===== config.mk =====
export PLATFORM = sky130hd
export DESIGN_NAME = ifetch
export DESIGN_NICKNAME = d
export VERILOG_FILES = /design/src/rtl/ifetch_pkg.sv /design/src/rtl/ifetch_fifo.sv /design/src/rtl/ifetch.sv
export SDC_FILE = /design/constraint.sdc
export NUM_CORES = 1
export LEC_CHECK = 0
export ABC_AREA = 1
export BUFFER_PORTS_ARGS = -buffer_cell sky130_fd_sc_hd__buf_2
export CORE_ASPECT_RATIO = 0.7
export CORE_UTILIZATION = 45
export CTS_CLUSTER_SIZE = 10
export DETAILED_ROUTE_END_ITERATION = 8
export GPL_ROUTABILITY_DRIVEN = 0
export HOLD_SLACK_MARGIN = 0.12
export PLACE_DENSITY_LB_ADDON = 0.05
export SETUP_SLACK_MARGIN = 0.15
export SLEW_MARGIN = 30
export SYNTH_ARGS = -nofsm -noshare
export SYNTH_HDL_FRONTEND = slang
export SYNTH_SLANG_ARGS = --single-unit
export TNS_END_PERCENT = 50

===== constraint.sdc =====
create_clock -name clk -period 5.24 [get_ports clk]
set_input_delay 1.048 -clock clk [delete_from_list [all_inputs] [get_ports clk]]
set_output_delay 1.048 -clock clk [all_outputs]
set_load 0.1 [all_outputs]

===== src/rtl/ifetch_pkg.sv =====
// ifetch_pkg: definitions shared by the instruction fetch stage.
//   - default address/instruction width and buffer depth
//   - fetch FSM state encoding
//   - width of one buffered fetch entry {pc, instr, err}
package ifetch_pkg;

  localparam int unsigned XLEN_DEFAULT       = 32;
  localparam int unsigned IBUF_DEPTH_DEFAULT = 2;

  // RUN: issuing and collecting responses.
  // DRAIN: swallowing responses of requests that were in flight at a flush.
  typedef enum logic [0:0] {
    ST_RUN   = 1'b0,
    ST_DRAIN = 1'b1
  } fetch_state_e;

  // One instruction-buffer entry is {pc, instr, err}.
  function automatic int unsigned fetch_entry_width(input int unsigned xlen);
    return 2 * xlen + 1;
  endfunction

endpackage


===== src/rtl/ifetch_fifo.sv =====
// ifetch_fifo: synchronous FIFO with occupancy count.
//   clk, rst_n       : clock, async active-low reset
//   clear            : synchronous discard of all entries (priority over push/pop)
//   push, push_data  : write an entry; accepted when not full or when popping
//   pop, pop_data    : remove the head entry; pop_data always shows the head
//   count/full/empty : occupancy status, all registered
// DEPTH must be a power of two so the pointers wrap naturally.
module ifetch_fifo #(
  parameter int unsigned WIDTH = 32,
  parameter int unsigned DEPTH = 2,
  localparam int unsigned AW   = $clog2(DEPTH),
  localparam int unsigned CW   = AW + 1
) (
  input  logic             clk,
  input  logic             rst_n,
  input  logic             clear,
  input  logic             push,
  input  logic [WIDTH-1:0] push_data,
  input  logic             pop,
  output logic [WIDTH-1:0] pop_data,
  output logic [CW-1:0]    count,
  output logic             full,
  output logic             empty
);

  logic [WIDTH-1:0] mem_q [DEPTH];
  logic [WIDTH-1:0] mem_d [DEPTH];
  logic [AW-1:0]    wr_ptr_q, wr_ptr_d;
  logic [AW-1:0]    rd_ptr_q, rd_ptr_d;
  logic [CW-1:0]    count_q, count_d;
  logic             push_ok, pop_ok;

  assign empty    = (count_q == '0);
  assign full     = (count_q == CW'(DEPTH));
  assign count    = count_q;
  assign pop_data = mem_q[rd_ptr_q];

  // A pop in the same cycle frees the slot, so a full FIFO still takes a push.
  assign pop_ok  = pop & ~empty;
  assign push_ok = push & (~full | pop_ok);

  always_comb begin
    mem_d    = mem_q;
    wr_ptr_d = wr_ptr_q;
    rd_ptr_d = rd_ptr_q;
    count_d  = count_q;
    if (clear) begin
      wr_ptr_d = '0;
      rd_ptr_d = '0;
      count_d  = '0;
    end else begin
      if (push_ok) begin
        mem_d[wr_ptr_q] = push_data;
        wr_ptr_d        = wr_ptr_q + AW'(1);
      end
      if (pop_ok) begin
        rd_ptr_d = rd_ptr_q + AW'(1);
      end
      count_d = count_q + CW'(push_ok) - CW'(pop_ok);
    end
  end

  // Storage is reset too so the head reads zero out of reset.
  always_ff @(posedge clk or negedge rst_n) begin
    if (!rst_n) begin
      for (int i = 0; i < int'(DEPTH); i++) mem_q[i] <= '0;
      wr_ptr_q <= '0;
      rd_ptr_q <= '0;
      count_q  <= '0;
    end else begin
      mem_q    <= mem_d;
      wr_ptr_q <= wr_ptr_d;
      rd_ptr_q <= rd_ptr_d;
      count_q  <= count_d;
    end
  end

endmodule


===== src/rtl/ifetch.sv =====
// ifetch: instruction fetch stage between the PC stage and decode.
//   pc_valid/pc_in/pc_ready    : fetch address in; pc_ready = request granted
//   flush                      : kill all fetch state (wrong-path redirect)
//   imem_req/addr/gnt          : request bus to instruction memory
//   imem_rvalid/rdata/err      : in-order responses with variable latency
//   id_valid/ready/pc/instr/fault : buffered instruction towards decode
//   dbg_state/dbg_drop_cnt     : FSM state and number of responses still to drop
//
// Handshakes: a transfer happens on a cycle where valid (pc_valid, imem_req,
// id_valid) and its ready/grant (pc_ready, imem_gnt, id_ready) are both high.
// imem_req drops without a grant only on flush, reset or loss of pc_valid;
// id_* hold stable while id_valid=1 and id_ready=0.
module ifetch
  import ifetch_pkg::*;
#(
  parameter int unsigned XLEN       = XLEN_DEFAULT,
  parameter int unsigned IBUF_DEPTH = IBUF_DEPTH_DEFAULT,
  localparam int unsigned CW        = $clog2(IBUF_DEPTH) + 1
) (
  input  logic            clk,
  input  logic            rst_n,
  input  logic            pc_valid,
  input  logic [XLEN-1:0] pc_in,
  output logic            pc_ready,
  input  logic            flush,
  output logic            imem_req,
  output logic [XLEN-1:0] imem_addr,
  input  logic            imem_gnt,
  input  logic            imem_rvalid,
  input  logic [XLEN-1:0] imem_rdata,
  input  logic            imem_err,
  output logic            id_valid,
  input  logic            id_ready,
  output logic [XLEN-1:0] id_pc,
  output logic [XLEN-1:0] id_instr,
  output logic            id_fault,
  output fetch_state_e    dbg_state,
  output logic [CW-1:0]   dbg_drop_cnt
);

  localparam int unsigned EW = fetch_entry_width(XLEN);

  fetch_state_e  state_q, state_d;
  logic [CW-1:0] drop_cnt_q, drop_cnt_d;

  logic            pq_push, pq_pop, pq_full, pq_empty;
  logic [XLEN-1:0] pq_head;
  logic [CW-1:0]   pq_count;
  logic            ib_push, ib_pop, ib_full, ib_empty;
  logic [EW-1:0]   ib_head, ib_data;
  logic [CW-1:0]   ib_count;

  logic          run, credit;
  logic [CW:0]   in_use;
  logic [CW-1:0] live;

  ifetch_fifo #(.WIDTH(XLEN), .DEPTH(IBUF_DEPTH)) u_pc_queue (
    .clk      (clk),
    .rst_n    (rst_n),
    .clear    (flush),
    .push     (pq_push),
    .push_data(pc_in),
    .pop      (pq_pop),
    .pop_data (pq_head),
    .count    (pq_count),
    .full     (pq_full),
    .empty    (pq_empty)
  );

  ifetch_fifo #(.WIDTH(EW), .DEPTH(IBUF_DEPTH)) u_ibuf (
    .clk      (clk),
    .rst_n    (rst_n),
    .clear    (flush),
    .push     (ib_push),
    .push_data(ib_data),
    .pop      (ib_pop),
    .pop_data (ib_head),
    .count    (ib_count),
    .full     (ib_full),
    .empty    (ib_empty)
  );

  // State register.
  always_ff @(posedge clk or negedge rst_n) begin
    if (!rst_n) begin
      state_q    <= ST_RUN;
      drop_cnt_q <= '0;
    end else begin
      state_q    <= state_d;
      drop_cnt_q <= drop_cnt_d;
    end
  end

  // Requests still owed a response: pending-PC entries in RUN, the drop
  // counter in DRAIN (the PC queue was emptied at the flush).
  assign live = (state_q == ST_RUN) ? pq_count : drop_cnt_q;

  // Next-state logic.
  always_comb begin
    state_d    = state_q;
    drop_cnt_d = drop_cnt_q;
    if (flush) begin
      // No grant is possible in a flush cycle; a response this cycle is
      // discarded and retires one of the live requests.
      if (imem_rvalid && (live != '0)) drop_cnt_d = live - CW'(1);
      else                             drop_cnt_d = live;
      state_d = (drop_cnt_d != '0) ? ST_DRAIN : ST_RUN;
    end else if ((state_q == ST_DRAIN) && imem_rvalid && (drop_cnt_q != '0)) begin
      drop_cnt_d = drop_cnt_q - CW'(1);
      if (drop_cnt_d == '0) state_d = ST_RUN;
    end
  end

  // Credit counts the slot freed by a decode pop this cycle, which is what
  // sustains one instruction per cycle at depth 2.
  assign in_use = {1'b0, pq_count} + {1'b0, ib_count} - (CW + 1)'(ib_pop);
  assign credit = (in_use < (CW + 1)'(IBUF_DEPTH));

  // Output logic.
  always_comb begin
    run       = (state_q == ST_RUN);
    imem_req  = rst_n & run & pc_valid & credit & ~flush;
    imem_addr = imem_req ? pc_in : '0;
    pc_ready  = imem_req & imem_gnt;
    pq_push   = pc_ready;
    // A stray response with nothing pending is ignored.
    pq_pop    = run & ~flush & imem_rvalid & ~pq_empty;
    ib_push   = pq_pop;
    ib_data   = {pq_head, imem_rdata, imem_err};
    id_valid  = ~ib_empty;
    ib_pop    = id_valid & id_ready;
  end

  assign id_pc        = ib_head[EW-1 -: XLEN];
  assign id_instr     = ib_head[XLEN:1];
  assign id_fault     = ib_head[0];
  assign dbg_state    = state_q;
  assign dbg_drop_cnt = drop_cnt_q;

  a_rvalid_with_pending : assert property (@(posedge clk) disable iff (!rst_n)
    !(imem_rvalid && (state_q == ST_RUN) && pq_empty));
  a_pq_no_overflow : assert property (@(posedge clk) disable iff (!rst_n)
    !(pq_push && pq_full && !pq_pop));
  a_ib_no_overflow : assert property (@(posedge clk) disable iff (!rst_n)
    !(ib_push && ib_full && !ib_pop));

endmodule


# Yosys cells after proc, flatten, opt, wreduce, memory -nomap -nowiden
# Cells that the tools add are included.
# classes
addsub	12
magnitude_cmp	7
n_eq_ne	2
muxes	32
bitwise	25
n_reduce_logical	20
# op_table
cell	count
2-to-1 mux 65 bit	4
2-to-1 mux 32 bit	5
bitwise mux 130 bit	1
demux 65 bit (select 1 bit)	1
bitwise mux 64 bit	1
demux 32 bit (select 1 bit)	1
nonzero test 2 bit	9
2-to-1 mux 2 bit	7
AND 1 bit	13
2-to-1 mux 1 bit	12
>= comparator 2 bit (second input constant)	4
inverter 1 -> 2 bit	4
zero test 2 bit	3
inverter 1 bit	6
AND reduction 2 bit	3
logical AND 1 bit	5
adder 1 bit (second input constant)	4
adder 2 x 1 -> 2 bit	2
equality test 2 bit (second input constant)	2
< comparator 2 x 1 -> 1 bit (second input constant)	2
subtractor 2 x 1 -> 2 bit	2
subtractor 2 x 1 -> 2 bit (second input constant)	2
adder 2 x 2 -> 3 bit	1
< comparator 3 x 2 -> 1 bit (second input constant)	1
other kinds (2)	3
# word_totals
reg_bits	205
input_bits	72
elab_cells	110

# Longest topological paths before layout
# depth
depth_word	12
mapped_depth	17
ltp_nobuf	17

# Hierarchy
# From an unflattened synthesis, not the netlist that was laid out.
# unflattened
hier_cells	1380
hier_area_um2	10540.1
# by_module_without_submodules
module	instances	cells_each	area_per_inst_um2	seq_area_each_um2
ifetch_fifo (u_ibuf)	1	823	6414.9	3353.2
ifetch_fifo (u_pc_queue)	1	422	3367.0	1701.6
ifetch	1	135	758.2	75.1

# Worst setup path after synthesis
# No wires, ideal clock.
# synth_timing
path_type	flip-flop to output port
startpoint	register u_ibuf.count_q[0] (netlist: u_ibuf.count[0])
endpoint	output imem_addr[10]
t_arrival_ns	4.695
slack_ns	-0.503
path_stages_with_launch	16
cell_sequence	dfrtp_1 -> inv_1 -> nand2_1 -> nand2_2 -> inv_1 -> ha_1 -> inv_1 -> nand2_1 -> fa_1 -> inv_1 -> nor2_1 -> nand3_1 -> nor2_4 -> inv_1 -> buf_2 -> nor2_1
# synth_between
elab_chain_cells	8
word_cells_on_any_way	9
classes_between	2 x add/sub; 1 x order compare; 1 x mux; 4 x bitwise; 1 x reduce/logical
# synth_rtl
element	line	rtl
start, declared	ifetch_fifo.sv:30	logic [CW-1:0] count_q, count_d;
start signal, assigned	ifetch_fifo.sv:74	count_q <= count_d;
zero test 2 bit	ifetch_fifo.sv:33	assign empty = (count_q == '0);
inverter 1 bit	ifetch.sv:130	id_valid = ~ib_empty;
named net id_valid	ifetch.sv:32	output logic id_valid,
AND 1 bit	ifetch.sv:131	ib_pop = id_valid & id_ready;
subtractor 3 x 1 -> 3 bit	ifetch.sv:116	assign in_use = {1'b0, pq_count} + {1'b0, ib_count} - (CW + 1)'(ib_pop);
< comparator 3 x 2 -> 1 bit	ifetch.sv:117	assign credit = (in_use < (CW + 1)'(IBUF_DEPTH));
AND 1 bit (2 in a row)	ifetch.sv:122	imem_req = rst_n & run & pc_valid & credit & ~flush;
named net imem_req	ifetch.sv:26	output logic imem_req,
2-to-1 mux 32 bit	ifetch.sv:123	imem_addr = imem_req ? pc_in : '0;
end, declared	ifetch.sv:27	output logic [XLEN-1:0] imem_addr,
# The timed path passes the listed nets, and every way through them passes these cells.

# Final worst setup path
# layout_timing
startpoint	input id_ready
endpoint	output imem_addr[9]
# layout_between
elab_chain_cells	6
# layout_rtl
element	line	rtl
start, declared	ifetch.sv:33	input logic id_ready,
AND 1 bit	ifetch.sv:131	
subtractor 3 x 1 -> 3 bit	ifetch.sv:116	
< comparator 3 x 2 -> 1 bit	ifetch.sv:117	
AND 1 bit (2 in a row)	ifetch.sv:122	
2-to-1 mux 32 bit	ifetch.sv:123	
# Every way passes these cells.

==> flow_summary.toml <==
[sta]
skew_ns = 0.0172
finalMaxSlewViolations = 0
layout_min_cycle_time_ns = 4.71
post-route-period-util_pct = 89.8
whs_ns = 0.455
finalSetupViolations = 0
slew_headroom_pct = 40.5
max_clock_freq_mhz = 212
hold_viol_final = 0
grt_setup_unrepaired = "false"
tightestPinTransition_ns = 0.891

[power_and_ir_drop]
power_mw = 6.22
p_leak_nw = 6.26
pwr_density_cell_nw_per_um2 = 543
vdd_drop_max_v = 0.000552

[die]
start_util_pct = 46.7
die-height_um = 126
rows = 44
die_area_sq_um = 22400
fp.coreArea_sq_um = 21000
ios = 175
fp.dieW_um = 179

[finish]
drive_above_1_share_pct = 23.7
stdcell_area_sq_um = 11500
multi_input_area_sq_um = 3970
nNetsFinal = 1380
fin_util_pct = 54.5
fillerInstances = 2001
seqCellArea_sq_um = 5130
diodes = 0
area_growth_pct = 16.7

[critical_path]
critPathRequiredTime_ns = 4.19
cp_max_fo = 32
start_kind = "input pin"
r2r_cells = 15
crit_path_end_kind = "output pin"
path_class = "input pin to output pin"
critical_path_arrival_ns = 3.66

[cts]
cts_root_buffer = "clkbuf_16"
clkLatencyLatePin_ns = 0.51
cts_setup_buffers = 0
clkTransAtPathRegs_ns = 0.05
cts.repair.resized = 0
h-tree-depth = 1
max-clock-path-buffers = 3
clkSinkCount = 205
cts_hold_buf = 0
cts_tree = "done"
numCtsBuffers = 24

[logic_synthesis]
syn_nets = 1240
synth.distinct_cells = 32
seq_area_frac_synth_pct = 52.2
synth-async-reset-ratio_pct = 100
synth_fa_ha_area_share_pct = 1.35
synth_top_area_share_pct = 52.2
synth_compound_area_share_pct = 8.67
synth_top_family_by_area = "simple AND/OR/NAND/NOR gates"
netlist_instances = 1158
synth_area_leaders = "dfrtp_1 52%, nand2_1 18%, o21ai_1 4.4%"
avgSynthCellArea_sq_um = 8.48
synth_area_sq_um = 9820
synth-main-ff-cell = "dfrtp_1"
synth_edf_count = 0
ys_seq_elements = 205
synth_xor_area_share_pct = 0.446
yosys_warnings = 0
yosys.area_share.simple_pct = 25.7
synthMuxAreaShare_pct = 3.26
synth_top_area_cell = "dfrtp_1"

[grt]
grt_pass1_wl_mm = 39.3
grt_pass1_vias = 7355
grt.total_usage_pct = 22.0
overflow = 0
grt_max_degree = 82
antenna_found_initial = 0

[hold_path]
hold_path_class = "input pin to asynchronous set/reset pin"

[placed_design]
hpwl_mm = 14.6
io_buffer_count = 174
place_area_sq_um = 10800

[routing]
wl_mm = 23.8
first_pass_iters = 4
vias_per_cell = 4.99
drc = 0
wl_per_cell_um = 15.1
vias = 7861
ant_nets = 0
drt_iter0_drc = 589

[flow_run]
cap_violations = 0

[status]
status = "finished, final reports clean"
sequential cells by signal, summed over array words and instances, names as in the netlist:
| name | flops |
|---|---|
| dbg_drop_cnt | 2 |
| u_ibuf.wr_ptr_q | 1 |
| u_ibuf.count | 2 |
| u_pc_queue.mem_q | 64 |
| u_pc_queue.wr_ptr_q | 1 |
| u_pc_queue.count | 2 |
| u_ibuf.mem_q | 130 |
| u_pc_queue.rd_ptr_q | 1 |
| u_ibuf.rd_ptr_q | 1 |
| dbg_state | 1 |
report_power, final:
group	switching [mW]	internal, mW	leakage (nW)	total [mW]
sequential	0.181	1.91	2.80	2.09
combinational	2.21	0.495	3.15	2.70
clock	0.598	0.837	0.309	1.43
critical path, cell delays in order:
cell,delay (ns)
buf_2,0.10
nand2_2,0.09
inv_1,0.07
ha_1,0.27
inv_1,0.07
nand2_1,0.06
fa_1,0.47
inv_1,0.04
nor2_1,0.08
nand3_1,0.17
nor2_4,0.20
inv_2,0.35
nor2_2,0.17
buf_2,0.44
final timing paths:
check | startpoint | end | slack (ns)
max in group asynchronous | rst_n | u_pc_queue.mem_q[44]$_DFFE_PN0P_ | 3.67
worst max register to register | u_ibuf.count[0]$_DFF_PN0_ | u_pc_queue.mem_q[6]$_DFFE_PN0P_ | 2.24
worst min-delay path | rst_n | u_ibuf.mem_q[82]$_DFFE_PN0P_ | 0.46
worst max-delay path | id_ready | imem_addr[9] | 0.53
min in group clk | u_ibuf.mem_q[111]$_DFFE_PN0P_ | u_ibuf.mem_q[111]$_DFFE_PN0P_ | 0.48
worst min register to register | u_ibuf.mem_q[111]$_DFFE_PN0P_ | u_ibuf.mem_q[111]$_DFFE_PN0P_ | 0.48
final cells by class:
| cell class | count | share of cell area, % |
|---|---|---|
| flip-flops and latches | 205 | 44.8 |
| repair buffers | 191 | 9.04 |
| clock buffers | 26 | 5.49 |
| clock inverters | 1 | 0.0655 |
| well taps | 276 | 3.01 |
| multi-input cells | 785 | 34.6 |
| inverters | 91 | 2.98 |
synth_stat cells, types with 3 or more instances:
cell      instances
clkbuf_1         27
o21ai_1          87
buf_4            10
buf_6            16
nand2_1         470
inv_2             3
mux2i_1          32
nand4_1          64
xor2_1            3
dfrtp_1         205
inv_1            88
o21ai_2          40
buf_1             3
nor2_1           43
ha_1              9
buf_2            21
nand3_1           8
nand3_2           3
o21ai_0           8
routing by layer:
metal | wire length [um] | GRT usage [%]
met1 | 12500 | 34.4
met2 | 10100 | 32.5
met3 | 970 | 2.98
met4 | 297 | 3.69
met5 | 0 | 0
per-stage QoR:
step                TNS (ns)  instances  setup WS (ns)
detailed placement         0       1547          0.537
finish                     0       1575          0.533
global placement           0       1547          0.578
floorplan              -3.62       1158         -0.121
global route               0       1575          0.207
CTS                        0       1574          0.526
cells by family after synthesis:
kind of cell	Yosys count
AOI/OAI and AO/OA	139
xor gates and xnor gates	5
adders and majority gates	10
buffers and inverters	168
DFF	205
muxes	32
and+or+nand+nor	599
cells in the final DEF (no fill, tap or decap):
cell type,n
clkbuf_1,1
xor2_1,3
nor2_2,32
nand3_4,2
mux2i_1,32
buf_4,14
clkbuf_8,1
buf_2,173
nor2_1,11
nor2_8,1
nand3b_1,1
ha_1,9
buf_12,2
buf_6,1
clkinvlp_4,1
clkbuf_16,25
nand2_2,2
and2_1,1
dfrtp_2,2
a22oi_1,2
a21oi_1,2
dfrtp_1,203
o21ai_2,40
nor2_4,1
nor3_4,1
fa_1,1
o21ai_1,87
nand2_1,470
nand3_2,2
nand3b_4,1
o21ai_0,8
xnor2_1,2
inv_2,5
nand4_2,2
inv_1,86
nand4_1,64
nand3_1,8
No activity file was read; power rests on OpenSTA's default activity.
